### config.mk
export PLATFORM = sky130hd
export DESIGN_NAME = fetch_sequencer_flat
export DESIGN_NICKNAME = d
export VERILOG_FILES = /design/src/rtl/fetch_sequencer_if.sv /design/src/rtl/fetch_sequencer.sv /design/src/flat_wrapper.sv
export SDC_FILE = /design/constraint.sdc
export NUM_CORES = 1
export LEC_CHECK = 0
export ABC_AREA = 1
export CORE_MARGIN = 2
export CORE_UTILIZATION = 35
export CTS_BUF_LIST = sky130_fd_sc_hd__clkbuf_16
export CTS_CLUSTER_DIAMETER = 50
export DETAILED_ROUTE_END_ITERATION = 12
export PLACE_DENSITY = 0.7
export RECOVER_POWER = 100
export SYNTH_ARGS = -nofsm -noshare
export SYNTH_HDL_FRONTEND = slang
export SYNTH_SLANG_ARGS = --single-unit
### constraint.sdc
create_clock -name clk -period 2.6 [get_ports clk]
set_input_delay 0.52 -clock clk [delete_from_list [all_inputs] [get_ports clk]]
set_output_delay 0.52 -clock clk [all_outputs]
set_load 0.05 [all_outputs]
### src/rtl/fetch_sequencer_if.sv
`default_nettype none
//------------------------------------------------------------------------------
// fetch_sequencer_if
//------------------------------------------------------------------------------
// Purpose : Bundles the branch-logic, instruction-memory and decode signals
//           of the fetch sequencer into one interface.
// Modports:
//   master - the fetch sequencer itself (owns pc/lr/instr/retired and the
//            request side of the instruction-memory handshake)
//   slave  - the environment (branch logic, instruction memory, decode)
// Signals :
//   pc, lr          16  current PC / link register
//   pcnext, lrnext  16  next PC / LR from branch logic
//   advance          1  decode finished with the held instruction
//   imem_req         1  fetch request valid
//   imem_addr       16  fetch address (mirror of pc)
//   imem_ready       1  memory accepts the request
//   imem_valid       1  response data valid
//   imem_rdata      16  response instruction word
//   instr           16  held instruction word
//   instr_valid      1  instr valid, awaiting advance
//   retired         16  committed-instruction count (wrapping)
// Revision: 1.0 - initial release
//------------------------------------------------------------------------------
interface fetch_sequencer_if;
   logic [15:0] pc;
   logic [15:0] lr;
   logic [15:0] pcnext;
   logic [15:0] lrnext;
   logic        advance;
   logic        imem_req;
   logic [15:0] imem_addr;
   logic        imem_ready;
   logic        imem_valid;
   logic [15:0] imem_rdata;
   logic [15:0] instr;
   logic        instr_valid;
   logic [15:0] retired;

   modport master (
      output pc,
      output lr,
      input  pcnext,
      input  lrnext,
      input  advance,
      output imem_req,
      output imem_addr,
      input  imem_ready,
      input  imem_valid,
      input  imem_rdata,
      output instr,
      output instr_valid,
      output retired
   );

   modport slave (
      input  pc,
      input  lr,
      output pcnext,
      output lrnext,
      output advance,
      input  imem_req,
      input  imem_addr,
      output imem_ready,
      output imem_valid,
      output imem_rdata,
      input  instr,
      input  instr_valid,
      input  retired
   );
endinterface
`default_nettype wire

### src/rtl/fetch_sequencer.sv
`default_nettype none
//------------------------------------------------------------------------------
// fetch_sequencer
//------------------------------------------------------------------------------
// Purpose : Instruction-fetch sequencer. Owns the architectural PC and LR,
//           fetches the instruction at PC over a request/response memory
//           handshake, holds it for decode and, when decode signals advance,
//           commits the branch logic's pcnext/lrnext and fetches again.
// Ports   :
//   clk    in   single clock, rising-edge
//   reset  in   asynchronous active-high reset
//   bus    master modport of fetch_sequencer_if (branch logic, imem, decode)
// Params  :
//   RESET_PC  PC value loaded on reset
//   RESET_LR  LR value loaded on reset
// Revision: 1.0 - initial release
//------------------------------------------------------------------------------
module fetch_sequencer #(
   parameter logic [15:0] RESET_PC = 16'h0000,
   parameter logic [15:0] RESET_LR = 16'h0000
) (
   input  wire logic           clk,
   input  wire logic           reset,
   fetch_sequencer_if.master   bus
);

   // IDLE is only reachable through reset; REQ/WAIT/HOLD form the
   // steady-state fetch loop with exactly one transaction in flight.
   localparam logic [1:0] S_IDLE = 2'd0;
   localparam logic [1:0] S_REQ  = 2'd1;
   localparam logic [1:0] S_WAIT = 2'd2;
   localparam logic [1:0] S_HOLD = 2'd3;

   logic [1:0]  state_q,   state_d;
   logic [15:0] pc_q,      pc_d;
   logic [15:0] lr_q,      lr_d;
   logic [15:0] instr_q,   instr_d;
   logic [15:0] retired_q, retired_d;

   // Next-state logic. Handshake inputs are only looked at in the state
   // that owns them, so a stray imem_valid or advance elsewhere is inert.
   always_comb begin
      state_d   = state_q;
      pc_d      = pc_q;
      lr_d      = lr_q;
      instr_d   = instr_q;
      retired_d = retired_q;

      case (state_q)
         S_IDLE: begin
            state_d = S_REQ;
         end
         S_REQ: begin
            // A response in the acceptance cycle is deliberately not
            // captured: the memory may only answer from the next cycle on.
            if (bus.imem_ready) begin
               state_d = S_WAIT;
            end
         end
         S_WAIT: begin
            if (bus.imem_valid) begin
               instr_d = bus.imem_rdata;
               state_d = S_HOLD;
            end
         end
         S_HOLD: begin
            // Commit point: pcnext/lrnext are sampled only here, so the
            // branch logic sees constant pc/lr for the whole decode window.
            if (bus.advance) begin
               pc_d      = bus.pcnext;
               lr_d      = bus.lrnext;
               retired_d = retired_q + 16'd1;
               state_d   = S_REQ;
            end
         end
         default: begin
            state_d = S_IDLE;
         end
      endcase
   end

   always_ff @(posedge clk or posedge reset) begin
      if (reset) begin
         state_q   <= S_IDLE;
         pc_q      <= RESET_PC;
         lr_q      <= RESET_LR;
         instr_q   <= 16'h0000;
         retired_q <= 16'h0000;
      end else begin
         state_q   <= state_d;
         pc_q      <= pc_d;
         lr_q      <= lr_d;
         instr_q   <= instr_d;
         retired_q <= retired_d;
      end
   end

   // Request and valid flags are pure state decodes, so they drop to zero
   // the instant reset is applied.
   assign bus.pc          = pc_q;
   assign bus.lr          = lr_q;
   assign bus.imem_addr   = pc_q;
   assign bus.imem_req    = (state_q == S_REQ);
   assign bus.instr       = instr_q;
   assign bus.instr_valid = (state_q == S_HOLD);
   assign bus.retired     = retired_q;

endmodule
`default_nettype wire

### src/flat_wrapper.sv
// flat-port wrapper written by rule: the top's interface ports become plain ports
module fetch_sequencer_flat 
#(
   parameter logic [15:0] RESET_PC = 16'h0000,
   parameter logic [15:0] RESET_LR = 16'h0000
)
  (clk, reset, bus_pc, bus_lr, bus_pcnext, bus_lrnext, bus_advance, bus_imem_req, bus_imem_addr, bus_imem_ready, bus_imem_valid, bus_imem_rdata, bus_instr, bus_instr_valid, bus_retired);
  fetch_sequencer_if bus_i ();
  input  wire logic clk;
  input  wire logic reset;
  output wire logic [$bits(bus_i.pc)-1:0] bus_pc;
  output wire logic [$bits(bus_i.lr)-1:0] bus_lr;
  input wire logic [$bits(bus_i.pcnext)-1:0] bus_pcnext;
  input wire logic [$bits(bus_i.lrnext)-1:0] bus_lrnext;
  input wire logic [$bits(bus_i.advance)-1:0] bus_advance;
  output wire logic [$bits(bus_i.imem_req)-1:0] bus_imem_req;
  output wire logic [$bits(bus_i.imem_addr)-1:0] bus_imem_addr;
  input wire logic [$bits(bus_i.imem_ready)-1:0] bus_imem_ready;
  input wire logic [$bits(bus_i.imem_valid)-1:0] bus_imem_valid;
  input wire logic [$bits(bus_i.imem_rdata)-1:0] bus_imem_rdata;
  output wire logic [$bits(bus_i.instr)-1:0] bus_instr;
  output wire logic [$bits(bus_i.instr_valid)-1:0] bus_instr_valid;
  output wire logic [$bits(bus_i.retired)-1:0] bus_retired;
  assign bus_pc = bus_i.pc;
  assign bus_lr = bus_i.lr;
  assign bus_i.pcnext = bus_pcnext;
  assign bus_i.lrnext = bus_lrnext;
  assign bus_i.advance = bus_advance;
  assign bus_imem_req = bus_i.imem_req;
  assign bus_imem_addr = bus_i.imem_addr;
  assign bus_i.imem_ready = bus_imem_ready;
  assign bus_i.imem_valid = bus_imem_valid;
  assign bus_i.imem_rdata = bus_imem_rdata;
  assign bus_instr = bus_i.instr;
  assign bus_instr_valid = bus_i.instr_valid;
  assign bus_retired = bus_i.retired;
  fetch_sequencer #(.RESET_PC(RESET_PC), .RESET_LR(RESET_LR)) u_core (.clk(clk), .reset(reset), .bus(bus_i));
endmodule
==> results_dict.tcl, run 1 <==
set metrics [dict create \
    status "complete, no violations" \
    antenna_found_initial 0 \
    gp_congestion 0.770 \
    grt_max_degree 38 \
    finalHoldViolations 0 \
    pre_cts_ws_ns 0.589 \
    path_buf_inv 2 \
    skew_ns 0.00905 \
    grt_util_met1 0.197 \
    clk_path_buf_depth 2 \
    grt_use_met2 0.259 \
    cts_resized 0 \
    slew_headroom 0.269 \
    start_kind "flop" \
    r2r_slack_ns 0.48 \
    grt_use_met3 0.0415 \
    synth_area_sq_um 2890 \
    path_depth 3 \
    vias 2285 \
    slowest_delay_ns 0.88 \
    crit_start "u_core.state_q[1]" \
    postCtsHoldBufs 0 \
    rows 33 \
    finalSetupViolCount 0 \
    crit_arrival_ns 1.88 \
    gr-max-usage-layer "met2" \
    crit_path_end "bus_imem_req" \
    start_util 0.357 \
    timing.rr.end "u_core.bus.lr[15]" \
    p_per_area_nw_per_um2 1410 \
    worstMarginPinSlew_ns 1.10 \
    clk_latency_ns 0.32 \
    htreeDepth 3 \
    ys_seq_area_frac 0.571 \
    worst_slack_ns 0.204 \
    yosys.area.top_type "dfrtp_1" \
    instances_no_fill 533 \
    cts_root_buf "clkbuf_16" \
    r2r_cells 6 \
    synth_seq_cells 66 \
    rsz0062_at_grt "no" \
    pin_count 135 \
    drv_slew 0 \
    hp-class "reg -> reg" \
    grt_pass1_wl_microns 11000 \
    drt_iter0_drc 62 \
    clk_pin_slew_ns 0.06 \
    first_global_vias 2382 \
    fin_nets 481 \
    cts_tree "yes" \
    setup_tns_ns 0 \
    cts_setup_buffers 0 \
    cts_sinks 66 \
    syn_to_final_growth_pct 53.8 \
    port_buffers 134 \
    die_w_microns 94.9 \
    min_from "u_core.bus.lr[9]" \
    hpwl_microns 5070 \
    drc 0 \
    avgRoutedWirePerCell_microns 12.8 \
    critPathKind "reg -> out" \
    yosysWarnings 0 \
    yosysTopAreaCellShare 0.571 \
    maxCapViolCount 0 \
    layout_min_cycle_time_ns 2.40 \
    core_sq_um 8090 \
    synth_area_leaders "dfrtp_1 (57%), nand2_1 (17%), mux2_2 (6.2%)" \
    numCtsBuffers 9 \
    synth_fp_nets 356 \
    dieArea_sq_um 9000 \
    synth_cells 298 \
    end_kind "output port" \
    first_pass_iters 4 \
    drtAntennaViolNets 0 \
    final_layout_size_suffix_gt1_frac 0.0888 \
    die_h_microns 94.9 \
    power.leakage_nw 2.20 \
    placed_cells 517 \
    required_ns 2.08 \
    wirelength_microns 6850 \
    grt_usage 0.158 \
    fin_crit_sh 0.922 \
    nFillCells 748 \
    path_cells "inv_1 -> ha_1 -> dlygate4sd3_1" \
    viasPerCell 4.29 \
    synth.distinct_cells 21 \
    crit_fanout 4 \
    globalRouteOverflowTotal 0 \
    antenna_cells 0 \
    fmax_mhz 417 \
    syn_area_per_cell_sq_um 9.70 \
    vdd_drop_max_uv 713 \
    rr_startpoint "u_core.state_q[0]" \
    cp_top_family "buffers and inverters" \
    slowest_stage "dlygate4sd3_1" \
]
-- kinds of logic after synthesis --
logic type      share of synthesized area
fa+ha+maj                          0.0216
compound gates                    0.00953
xor+xnor                           0.0364
flops                               0.571
mux                                0.0623
buf+inv                            0.0766
simple gates                        0.222
-- worst register-to-register path: cells and delay by family, from the launching register on --
| kind | cells | cell delay (ns) |
|---|---|---|
| DFF | 1 | 0.42 |
| adders and majority gates | 1 | 0.25 |
| and+or+nand+nor | 3 | 0.61 |
| buffers and inverters | 2 | 0.74 |
-- placed cells by master (no fill, tap or decap) --
cell             instances
nor2_2                   4
clkbuf_2                 1
dlygate4sd3_1           83
clkbuf_16                9
ha_1                     5
xnor2_1                  6
nand2_1                132
o211ai_1                 1
clkinvlp_4               2
clkinv_1                 2
nand4_1                  2
xor2_1                   6
clkinv_2                 3
inv_1                   18
clkbuf_4                 1
dfrtp_1                 66
nor2_1                  11
o21ai_0                  4
nand2_2                  1
buf_4                    1
mux2_2                  16
clkdlybuf4s50_1         51
nand3_1                  3
-- where the power goes --
part           internal, mW  switching, mW
registers              1.44          0.273
clock network         0.632          0.420
logic                  1.03           2.46
total                  3.10           3.15
-- stage by stage --
stage | total power [mW] | utilization | area [sq um] | hold slack (ns)
finish | 6.25 | 0.549 | 4450 | 0.473
CTS | 6.56 | 0.557 | 4510 | 0.480
global placement | 5.44 | 0.524 | 4240 | 0.462
global route | 6.59 | 0.549 | 4450 | 0.504
floorplan | 4.33 | - | 2890 | 0.503
detailed placement | 5.49 | 0.524 | 4240 | 0.465
-- state kept, by name (all words and copies together), names as in the netlist --
register / cells
u_core.bus.imem_addr: 16
u_core.bus.retired: 16
u_core.state_q: 2
u_core.bus.lr: 16
u_core.bus.instr: 16
-- cell type report --
class                   count  area, sq um  share of cell area
flip-flops and latches     66         1650               0.372
clock inverters             7         37.5             0.00844
repair buffers            137         1360               0.306
inverters                  18         67.6              0.0152
multi-input cells         191          971               0.218
clock buffers               9          225              0.0507
well taps                 105          131              0.0296
-- synth_stat cells (all sizes together) --
library cell  instances
o21ai                 4
nor2                 15
buf                  20
o211ai                1
nand2               133
nand4                 2
clkbuf                3
ha                    5
xor2                  6
nand3                 3
inv                  18
dfrtp                66
mux2                 16
xnor2                 6
-- layer usage --
layer	wire length, microns	up-vias
met5	0	-
met4	59	0
met3	430	6
met2	3310	81
met1	3050	1047
li1	-	1151
-- how the worst min path moves through the flow --
stage                                    to  cells after the start
after floorplan           u_core.state_q[1]                      2
after global placement     u_core.bus.lr[4]                      2
after detailed placement   u_core.bus.lr[5]                      2
after CTS                  u_core.bus.lr[5]                      2
after global routing       u_core.bus.lr[8]                      2
final                      u_core.bus.lr[9]                      2
(Power assumes the default switching activity.)
==> inputs of run 2 (changes only) <==
Settings changed: PLACE_DENSITY 0.7 to 0.77.
==> run 2 against run 1 <==
Effect of this change:
- worst hold slack got worse by 0.0017 ns
- sequential cell count unchanged
- clock-buffer cell count unchanged
- via count increased by 3.7%
- die area unchanged
- clock power increased by 23%
- worst setup slack got worse by 0.047 ns
- non-clock buffer count increased by 1
- fmax decreased by 1.9%
- total power increased by 3.9%
==> results_dict.tcl, run 2 (synthesis gave the netlist of run 1 again) <==
set metrics [dict create \
    drt_iter0_drc 123 \
    start_util 0.357 \
    crit_fanout 4 \
    clk_path_buf_depth 2 \
    dieArea_sq_um 9000 \
    core_sq_um 8090 \
    drv_slew 0 \
    hold_ws_ns 0.471 \
    p_per_area_nw_per_um2 1440 \
    numCtsBuffers 9 \
    switching_share 0.491 \
    p_total_mw 6.50 \
    intPower_mw 3.31 \
    first_global_vias 2360 \
    combPwrFrac 0.542 \
    fmax_mhz 409 \
    setup_tns_ns 0 \
    clk_latency_ns 0.32 \
    slowest_delay_ns 0.88 \
    pin_count 135 \
    utilization 0.558 \
    fin_nets 482 \
    clk_pin_slew_ns 0.05 \
    timing.rr.end "u_core.bus.imem_addr[13]" \
    seqPwrFrac 0.261 \
    cts_resized 0 \
    r2r_slack_ns 0.62 \
    die_h_microns 94.9 \
    maxCapViolCount 0 \
    avgRoutedWirePerCell_microns 13.1 \
    vias 2369 \
    grt_max_degree 37 \
    net-switching-power_mw 3.19 \
    whs_path_depth 2 \
    required_ns 2.08 \
    final_common_cell "nand2_1" \
    finalHoldViolations 0 \
    rsz0062_at_grt "no" \
    path_cells "inv_1 -> ha_1 -> dlygate4sd3_1" \
    rows 33 \
    layout_min_cycle_time_ns 2.44 \
    worstMarginPinSlew_ns 0.939 \
    first_pass_iters 4 \
    rr_startpoint "u_core.state_q[1]" \
    vdd_drop_max_uv 917 \
    antenna_cells 0 \
    final_cell_mix "nand2_1 (132), dlygate4sd3_1 (83), dfrtp_1 (66)" \
    htreeDepth 3 \
    skew_ns 0.00584 \
    globalRouteOverflowTotal 0 \
    grt_pass1_wl_microns 11000 \
    slowest_stage "dlygate4sd3_1" \
    min_from "u_core.bus.lr[13]" \
    cts_setup_buffers 0 \
    status "complete, no violations" \
    viasPerCell 4.44 \
    r2r_cells 6 \
    final_layout_size_suffix_gt1_frac 0.0886 \
    power.leakage_nw 2.24 \
    start_kind "flop" \
    critPathKind "reg -> out" \
    drtAntennaViolNets 0 \
    hp-class "reg -> reg" \
    cts_sinks 66 \
    syn_to_final_growth_pct 56.1 \
    gp_congestion 0.765 \
    postCtsHoldBufs 0 \
    slew_headroom 0.374 \
    wirelength_microns 7010 \
    grt_usage 0.160 \
    cts_root_buf "clkbuf_16" \
    hold_end "u_core.bus.lr[13]" \
    antenna_found_initial 0 \
    crit_arrival_ns 1.92 \
    cts_tree "yes" \
    port_buffers 134 \
    end_kind "output port" \
    drc 0 \
    hpwl_microns 5220 \
    final_cell_area_sq_um 4510 \
    die_w_microns 94.9 \
    finalSetupViolCount 0 \
    fin_crit_sh 0.940 \
    pwr-share-clk 0.198 \
    dpl_cell_area_sq_um 4250 \
]
-- run 2: changes by cell type in the layout (fill, tap and decap cells not counted), sizes merged --
cell / change
bufinv: +2
clkbuf: +1
clkinv: -1
clkinvlp: -1
-- run 2: routing by layer --
layer / global-route usage / up-vias / wire length [microns]
li1: - / 1155 / -
met1: 0.192 / 1120 / 2960
met2: 0.265 / 79 / 3410
met3: 0.0431 / 15 / 475
met4: 0.0821 / 0 / 168
met5: 0 / - / 0
-- run 2: power by group through the flow --
stage | registers (mW) | clock network, mW | logic (mW)
after floorplan | 3.07 | 0 | 1.27
after global placement | 1.71 | 0 | 3.72
after detailed placement | 1.73 | 0 | 3.77
after CTS | 1.72 | 1.31 | 3.78
after global routing | 1.76 | 1.36 | 3.71
final | 1.69 | 1.29 | 3.52
-- run 2: worst max path at each step --
stage                            from                      end  slack [ns]
floorplan                       reset  u_core.bus.imem_addr[0]        0.43
global placement          bus_advance   u_core.bus.retired[15]        0.61
detailed placement  u_core.state_q[0]          bus_instr_valid        0.57
CTS                 u_core.state_q[1]             bus_imem_req        0.21
global route        u_core.state_q[1]             bus_imem_req        0.11
finish              u_core.state_q[1]             bus_imem_req        0.16
-- run 2: area by class of cell --
class	count	area, sq um
well taps	105	131
fillers	747	3580
flip-flops and latches	66	1650
repair buffers	138	1380
clock buffers	9	225
clock inverters	7	93.8
multi-input cells	191	968
inverters	18	67.6
-- run 2: stage by stage --
stage | setup slack [ns] | std cells
finish | 0.157 | 534
global route | 0.108 | 534
CTS | 0.211 | 534
detailed placement | 0.567 | 518
global placement | 0.606 | 518
floorplan | 0.425 | 298
-- run 2: worst max-delay path: cells and delay by family (launching register included) --
kind,cells,cell delay (ns)
buffers and inverters,2,0.99
flip-flops,1,0.42
adder cells (fa/ha/maj),1,0.18
==> inputs of run 3 (changes only) <==
Settings changed: CAP_MARGIN set to 20, REMOVE_ABC_BUFFERS set to 1.
==> run 3 against run 2 <==
Effect of this change:
- largest power group unchanged
- the flow now finishes with violations (max-capacitance violations, max-slew violations)
- non-clock buffer count shrank 1
- largest cell class unchanged
- wire length down 6.4%
- global-route usage down 0.21 points
- sequential power is essentially flat
- critical path depth unchanged
- final cell count shrank 0.37%
- fmax rose by 2.9%
==> results_dict.tcl, run 3 (synthesis gave the netlist of run 1 again) <==
set metrics [dict create \
    dpl_cell_area_sq_um 4240 \
    drv_slew 67 \
    finalHoldViolations 0 \
    skew_ns 0.00668 \
    avgRoutedWirePerCell_microns 12.3 \
    final_cell_mix "nand2_1 (132), dlygate4sd3_1 (83), dfrtp_1 (66)" \
    end_kind "output port" \
    multi_input_area_sq_um 971 \
    core_sq_um 8090 \
    final_common_cell "nand2_1" \
    status "complete, but fails checks" \
    violations "max-capacitance violations, max-slew violations" \
    final_layout_size_suffix_gt1_frac 0.0843 \
    slowest_stage "dlygate4sd3_1" \
    globalRouteOverflowTotal 0 \
    htreeDepth 3 \
    wirelength_microns 6560 \
    gp_congestion 0.794 \
    clk_pin_slew_ns 0.05 \
    port_buffers 134 \
    clk_latency_ns 0.32 \
    first_pass_iters 4 \
    nFillCells 728 \
    hpwl_microns 4710 \
    first_global_vias 2391 \
    finalSetupViolCount 0 \
    path_cells "inv_1 -> ha_1 -> dlygate4sd3_1" \
    rsz0062_at_grt "no" \
    met2WireLength_microns 2990 \
    fin_nets 481 \
    pre_cts_ws_ns 0.603 \
    fin_crit_sh 0.913 \
    die_h_microns 94.9 \
    syn_to_final_growth_pct 54.2 \
    cts_root_buf "clkbuf_16" \
    critPathKind "reg -> out" \
    slew_headroom -0.0633 \
    postCtsHoldBufs 0 \
    slowest_delay_ns 0.88 \
    pin_count 135 \
    crit_arrival_ns 1.85 \
    cts_resized 0 \
    wl_met1_microns 2830 \
    maxCapViolCount 1 \
    vias 2359 \
    drt_iter0_drc 61 \
    dieArea_sq_um 9000 \
    cts_sinks 66 \
    instances_no_fill 532 \
    viasPerCell 4.43 \
    placed_cells 517 \
    vdd_drop_max_uv 706 \
    grt_usage 0.158 \
    worstMarginPinSlew_ns 1.59 \
    worst_slack_ns 0.226 \
    setup_tns_ns 0 \
    wl_met3_microns 658 \
    antenna_cells 0 \
    grt_max_degree 67 \
    final_cell_area_sq_um 4460 \
    start_util 0.357 \
    drc 0 \
    layout_min_cycle_time_ns 2.37 \
    die_w_microns 94.9 \
    required_ns 2.08 \
    clk_path_buf_depth 2 \
    cts_tree "yes" \
    r2r_slack_ns 0.67 \
    fmax_mhz 421 \
    grt_pass1_wl_microns 10900 \
    top_layer "met4" \
    antenna_found_initial 0 \
    hp-class "reg -> reg" \
    cts_setup_buffers 0 \
    p_per_area_nw_per_um2 1420 \
    rows 33 \
    area.sequential_sq_um 1650 \
    power.leakage_nw 2.22 \
    drtAntennaViolNets 0 \
    crit_fanout 4 \
    utilization 0.551 \
    numCtsBuffers 9 \
    start_kind "flop" \
]
run 3: where the power goes:
group	internal (mW)	total [mW]	switching, mW
combinational	1.03	3.49	2.46
sequential	1.44	1.70	0.264
clock	0.722	1.13	0.404
total	3.19	6.32	3.13
run 3: worst paths after layout:
kind	end	cells past startpoint	start
worst max-delay path	bus_imem_req	3	u_core.state_q[1]
worst min-delay path	u_core.bus.lr[13]	2	u_core.bus.lr[13]
worst max register to register	u_core.bus.lr[2]	6	u_core.state_q[0]
worst min register to register	u_core.bus.lr[13]	2	u_core.bus.lr[13]
max in group asynchronous	u_core.bus.lr[6]	3	reset
min in group asynchronous	u_core.bus.instr[9]	3	reset
run 3: routing by layer:
layer,track usage,vias to the layer above
met4,0.0688,0
met2,0.257,99
met1,0.189,1103
li1,-,1148
met5,0,-
met3,0.0567,9
run 3: per-stage QoR:
step,power [mW],hold WS (ns)
2_1_floorplan,4.14,0.503
6_report,6.32,0.478
3_3_place_gp,5.42,0.461
5_1_grt,6.68,0.493
3_5_place_dp,5.48,0.471
4_1_cts,6.64,0.485
run 3: cell type report:
type	instances	area share
clock buffers	9	0.0505
well taps	105	0.0295
repair buffers	137	0.305
clock inverters	6	0.0115
multi-input cells	191	0.218
inverters	18	0.0152
flip-flops and latches	66	0.371
run 3: worst max-delay path: cells and delay by family (launching register included):
kind	cells	cell delay, ns
buf+inv	2	0.97
fa+ha+maj	1	0.17
flops	1	0.40
